[src/rtl/shifter_pkg.sv]
// Shared mode codes for the 8-bit mode-driven shift register and the
// sequencer state encoding.
package shifter_pkg;

  localparam logic [2:0] MODE_CLR  = 3'b000;
  localparam logic [2:0] MODE_LOAD = 3'b001;
  localparam logic [2:0] MODE_LSR  = 3'b010;
  localparam logic [2:0] MODE_LSL  = 3'b011;
  localparam logic [2:0] MODE_ASR  = 3'b100;
  localparam logic [2:0] MODE_FSR  = 3'b101;
  localparam logic [2:0] MODE_ROR  = 3'b110;
  localparam logic [2:0] MODE_ROL  = 3'b111;

  typedef enum logic {
    SEQ_IDLE = 1'b0,
    SEQ_RUN  = 1'b1
  } seq_state_t;

endpackage

[src/rtl/shift_sequencer_counter.sv]
// Repeat counter for the sequencer: load, decrement toward zero, flush,
// and a flag marking the final cycle of a run.
module seq_down_counter #(
  parameter int unsigned COUNT_W = 4
) (
  input  logic               clk,
  input  logic               rst,
  input  logic               load,
  input  logic               dec,
  input  logic               flush,
  input  logic [COUNT_W-1:0] load_val,
  output logic [COUNT_W-1:0] cnt,
  output logic               last
);

  always_ff @(posedge clk or negedge rst) begin
    if (!rst) begin
      cnt <= '0;
    end else if (flush) begin
      cnt <= '0;
    end else if (load) begin
      cnt <= load_val;
    end else if (dec && (cnt != '0)) begin
      cnt <= cnt - 1'b1;
    end
  end

  assign last = (cnt == COUNT_W'(1));

endmodule

[src/rtl/shift_sequencer.sv]
// Command sequencer driving an 8-bit mode-driven shift register.
// Optional SHIFT_SEQ_B2B_EN accepts the next command on a run's last cycle.
module shift_sequencer
  import shifter_pkg::*;
#(
  parameter int unsigned COUNT_W = 4
) (
  input  logic               clk,
  input  logic               rst,
  input  logic               cmd_valid,
  output logic               cmd_ready,
  input  logic [2:0]         cmd_op,
  input  logic [7:0]         cmd_data,
  input  logic               cmd_fill,
  input  logic [COUNT_W-1:0] cmd_count,
  input  logic               cmd_flush,
  input  logic [7:0]         sh_q,
  output logic [2:0]         sh_mode,
  output logic [7:0]         sh_in,
  output logic               sh_left,
  output logic               busy,
  output logic               done
);

  seq_state_t         state;
  logic [2:0]         op_q;
  logic [7:0]         data_q;
  logic               fill_q;
  logic [COUNT_W-1:0] cnt;
  logic               last;
  logic               accept;

  always_comb begin
    cmd_ready = 1'b0;
    if (!cmd_flush) begin
      if (state == SEQ_IDLE) begin
        cmd_ready = 1'b1;
      end
`ifdef SHIFT_SEQ_B2B_EN
      else if (last) begin
        cmd_ready = 1'b1;
      end
`endif
    end
  end

  assign accept  = cmd_valid & cmd_ready;
  // Idle holds the register by reloading its own output.
  assign sh_in   = (state == SEQ_RUN) ? data_q : sh_q;
  assign sh_left = fill_q;

  seq_down_counter #(.COUNT_W(COUNT_W)) u_counter (
    .clk      (clk),
    .rst      (rst),
    .load     (accept),
    .dec      (state == SEQ_RUN),
    .flush    (cmd_flush),
    .load_val (cmd_count),
    .cnt      (cnt),
    .last     (last)
  );

  always_ff @(posedge clk or negedge rst) begin
    if (!rst) begin
      state   <= SEQ_IDLE;
      op_q    <= MODE_LOAD;
      data_q  <= '0;
      fill_q  <= 1'b0;
      sh_mode <= MODE_LOAD;
      busy    <= 1'b0;
      done    <= 1'b0;
    end else begin
      done <= 1'b0;
      if (cmd_flush) begin
        state   <= SEQ_IDLE;
        sh_mode <= MODE_LOAD;
        busy    <= 1'b0;
      end else begin
        if ((state == SEQ_RUN) && last) begin
          done    <= 1'b1;
          state   <= SEQ_IDLE;
          sh_mode <= MODE_LOAD;
          busy    <= 1'b0;
        end
        // A new accept overrides the return to idle when runs chain.
        if (accept) begin
          op_q   <= cmd_op;
          data_q <= cmd_data;
          fill_q <= cmd_fill;
          if (cmd_count != '0) begin
            state   <= SEQ_RUN;
            sh_mode <= cmd_op;
            busy    <= 1'b1;
          end else begin
            done <= 1'b1;
          end
        end
      end
    end
  end

endmodule
[config.mk]
export PLATFORM = sky130hd
export DESIGN_NAME = shift_sequencer
export DESIGN_NICKNAME = d
export VERILOG_FILES = /design/src/rtl/shifter_pkg.sv /design/src/rtl/shift_sequencer_counter.sv /design/src/rtl/shift_sequencer.sv
export SDC_FILE = /design/constraint.sdc
export NUM_CORES = 1
export LEC_CHECK = 0
export ABC_AREA = 0
export BUFFER_PORTS_ARGS = -buffer_cell sky130_fd_sc_hd__buf_2
export CAP_MARGIN = 25
export CORE_UTILIZATION = 44
export CTS_BUF_LIST = sky130_fd_sc_hd__clkbuf_8
export CTS_CLUSTER_DIAMETER = 150
export DETAILED_ROUTE_END_ITERATION = 10
export PLACE_DENSITY = 0.84
export SYNTH_ARGS = -nofsm -noshare
export SYNTH_HDL_FRONTEND = slang
export SYNTH_SLANG_ARGS = --single-unit
[constraint.sdc]
create_clock -name clk -period 1.25 [get_ports clk]
set_input_delay 0.25 -clock clk [delete_from_list [all_inputs] [get_ports clk]]
set_output_delay 0.25 -clock clk [all_outputs]
set_load 0.02 [all_outputs]
==> qor.yml <==
final_layout:
  num_antenna_cells: 0
  multi_input_area_sq_um: 721
  final_nets: 208
  drive_above_1_share_pct: 66.5
  seq_area_sq_um: 477
  stdcell_count: 204
  area_growth_syn_to_layout_pct: 72.8
  fill_cells: 125
  design_area_sq_um: 1820
floorplanning:
  initial_core_util_pct: 47.2
  die_w_microns: 50.9
  core_area_sq_um: 2230
  die_area_sq_um: 2590
  row_count: 17
  dieHeight_microns: 50.9
  ios: 43
drt:
  met1_length_microns: 1460
  routed-wl-met2_microns: 1930
  drt-initial-drc-count: 39
  wl_microns: 3620
  dr.pass1.iters: 4
  route.detailed.drc: 0
  ant_nets: 0
  routedWlPerCell_microns: 17.7
  vias_per_cell: 5.64
  top_layer_used: "met3"
  met3_length_microns: 231
  dr_total_vias: 1150
grt:
  grt_pass1_wl_microns: 5310
  grt_pass1_vias: 1131
  grt_antenna_before_repair: 0
  grt_usage_pct: 27.7
  overflow: 0
  grt_max_degree: 20
power_and_ir_drop:
  powerDensity_nw_per_um2: 1130
  seq_power_share_pct: 37.9
  clockPowerShare_pct: 21.2
  switchingPower_uw: 690
  p_total_uw: 2060
  peakVddDrop_v: 0.000984
  combPwrFrac_pct: 41.0
  p_sw_share_pct: 33.5
  internal-power_uw: 1370
  leakage_uw: 0.000912
clock_network:
  cts-root-buf: "clkbuf_8"
  cts_sinks: 19
  htreeDepth: 1
  cts_buffers: 3
  cts_max_path_buffers: 2
  cts_tree: "yes"
  clkTransAtPathRegs_ns: 0.07
  clock_latency_ns: 0.25
sta:
  hold_viol_final: 0
  slew_violations: 0
  layout_worst_path_cycle_share_pct: 124
  setup_violations: 27
  whs_ns: 0.190
  rsz0062_at_grt: "yes"
  finalWorstSetupSlack_ns: -0.306
  fmax_mhz: 643
  tightest_slew_ns: 0.433
  slew_headroom_pct: 71.1
  min_period_ns: 1.56
  worst_clock_skew_ns: 0.00181
logic_synthesis:
  synth_mux_area_share_pct: 10.5
  synth_compound_area_share_pct: 11.6
  synth_cell_types: 34
  synth-seq-area-share_pct: 45.2
  synth_seq_cells: 19
  synthAdderAreaFrac_pct: 3.56
  avgSynthCellArea_sq_um: 9.75
  synth_top_family_by_area: "simple AND/OR/NAND/NOR gates"
  synthesis.area_sq_um: 1050
  netlist_instances: 108
  yosys.area_share.xor_xnor_pct: 0
  synth_simple_gate_area_share_pct: 25.7
  syn_nets: 139
  yosysWarnings: 0
place:
  gp_congestion: 0.887
  dp.cells: 189
  dp_hpwl_microns: 1970
  dpl_worst_slack_ns: -0.185
  port_buffers: 42
  place_area_sq_um: 1400
setup_path:
  arrival_ns: 1.31
  crit_required_ns: 1.00
  crit_fanout: 7
  endpoint_kind: "primary output"
  critPathLaunchType: "register"
  critical_path_class: "reg2out"
outcome:
  violations: "negative setup slack"
  status: "complete, but fails checks"
min_path:
  hold_class: "in2reg"
flow_run:
  cap_viol_max_count: 0
## area by class of cell
type / count / area share [%]
inverters: 2 / 0.412
well taps: 28 / 1.92
clock inverters: 1 / 0.275
clock buffers: 3 / 2.27
multi-input cells: 82 / 39.6
flip-flops and latches: 19 / 26.2
repair buffers: 69 / 29.3
## power by group through the flow
stage / clock [uW] / sequential (uW) / combinational, uW
floorplan: 0 / 784 / 327
CTS: 434 / 772 / 732
detailed placement: 0 / 777 / 553
finish: 435 / 778 / 842
global placement: 0 / 770 / 529
global route: 471 / 789 / 888
## worst max-delay path: stages, from the launching register on
cell and delay [ns]:
dfrtp_1 0.42, buf_6 0.18, mux2_4 0.32, buf_6 0.13
## path summary, 6_finish.rpt
check	startpoint	to	slack (ns)	cells past startpoint
setup / recovery	state	sh_in[6]	-0.31	3
hold / removal	cmd_fill	sh_left	0.19	3
setup reg to reg	state	u_counter.cnt[2]	-0.25	4
hold reg to reg	sh_left	sh_left	0.49	2
max in group asynchronous	rst	sh_mode[0]	0.46	2
min in group asynchronous	rst	u_counter.cnt[3]	0.46	2
## stage by stage
step / util (%) / TNS, ns
global placement: 62.7 / -1.33
detailed placement: 62.7 / -1.84
floorplan: - / -0.546
global route: 81.5 / -6.19
finish: 81.5 / -5.28
CTS: 75.8 / -5.13
## registers in the layout, indices dropped and copies added (netlist names)
name / count
sh_left: 1
state: 1
busy: 1
data_q: 8
u_counter.cnt: 4
sh_mode: 3
done: 1
## repair_timing
item / in CTS / in global routing
hold buffers: 1 / 0
gates resized for setup: 45 / 29
setup buffers: 7 / 2
endpoints found under the setup margin: 26 / 28
pin swaps: 5 / 33
gates cloned: 1 / 1
hold endpoints to repair: 18 / 0
## synthesized netlist by cell type, drive strengths merged
master | n | area (sq um)
nor2 | 3 | 11.3
dfrtp | 18 | 450
nand2 | 28 | 105
a22oi | 1 | 7.51
or3b | 1 | 8.76
nand2b | 1 | 6.26
o21bai | 1 | 7.51
or4 | 1 | 7.51
mux2i | 2 | 20.0
nor3 | 3 | 15.0
mux2 | 8 | 90.1
ha | 3 | 37.5
nand4bb | 2 | 22.5
o31a | 1 | 8.76
clkbuf | 1 | 3.75
nand3 | 2 | 10.0
nor3b | 1 | 18.8
o22ai | 1 | 6.26
and2 | 1 | 6.26
a21oi | 5 | 25.0
nor4 | 2 | 12.5
and4bb | 1 | 12.5
o31ai | 1 | 7.51
buf | 5 | 25.0
nand3b | 2 | 15.0
dfstp | 1 | 26.3
o211ai | 3 | 22.5
a211oi | 2 | 20.0
inv | 2 | 7.51
a311oi | 1 | 8.76
o2bb2ai | 1 | 8.76
or2 | 1 | 6.26
nor2b | 2 | 12.5
## routing by layer
metal	vias to the layer above	GRT usage (%)
met5	-	0
met4	0	7.41
met3	0	4.46
met2	65	48.9
met1	568	34.8
li1	517	-
## cell families (layout without fill, tap and decap cells)
group / Yosys count / in the layout
DFF: 19 / 19
AOI/OAI and AO/OA: 17 / 17
muxes: 10 / 10
adders and majority gates: 3 / 3
buffers and inverters: 8 / 75
and+or+nand+nor: 51 / 52
## layout by cell type, fill, tap and decap left out, drive strengths merged, types with 2 or more instances in the layout
master | Yosys | routed
or3b | 1 | 2
nand3b | 2 | 2
nor3 | 3 | 3
inv | 2 | 2
nor4 | 2 | 2
nor2b | 2 | 2
a21oi | 5 | 5
nand3 | 2 | 2
clkbuf | 1 | 3
dfrtp | 18 | 18
ha | 3 | 3
nand4bb | 2 | 2
mux2 | 8 | 8
a211oi | 2 | 2
nand2 | 28 | 28
nor2 | 3 | 3
o211ai | 3 | 3
buf | 5 | 68
mux2i | 2 | 2
Note: power is estimated with default switching activity, not from simulation.
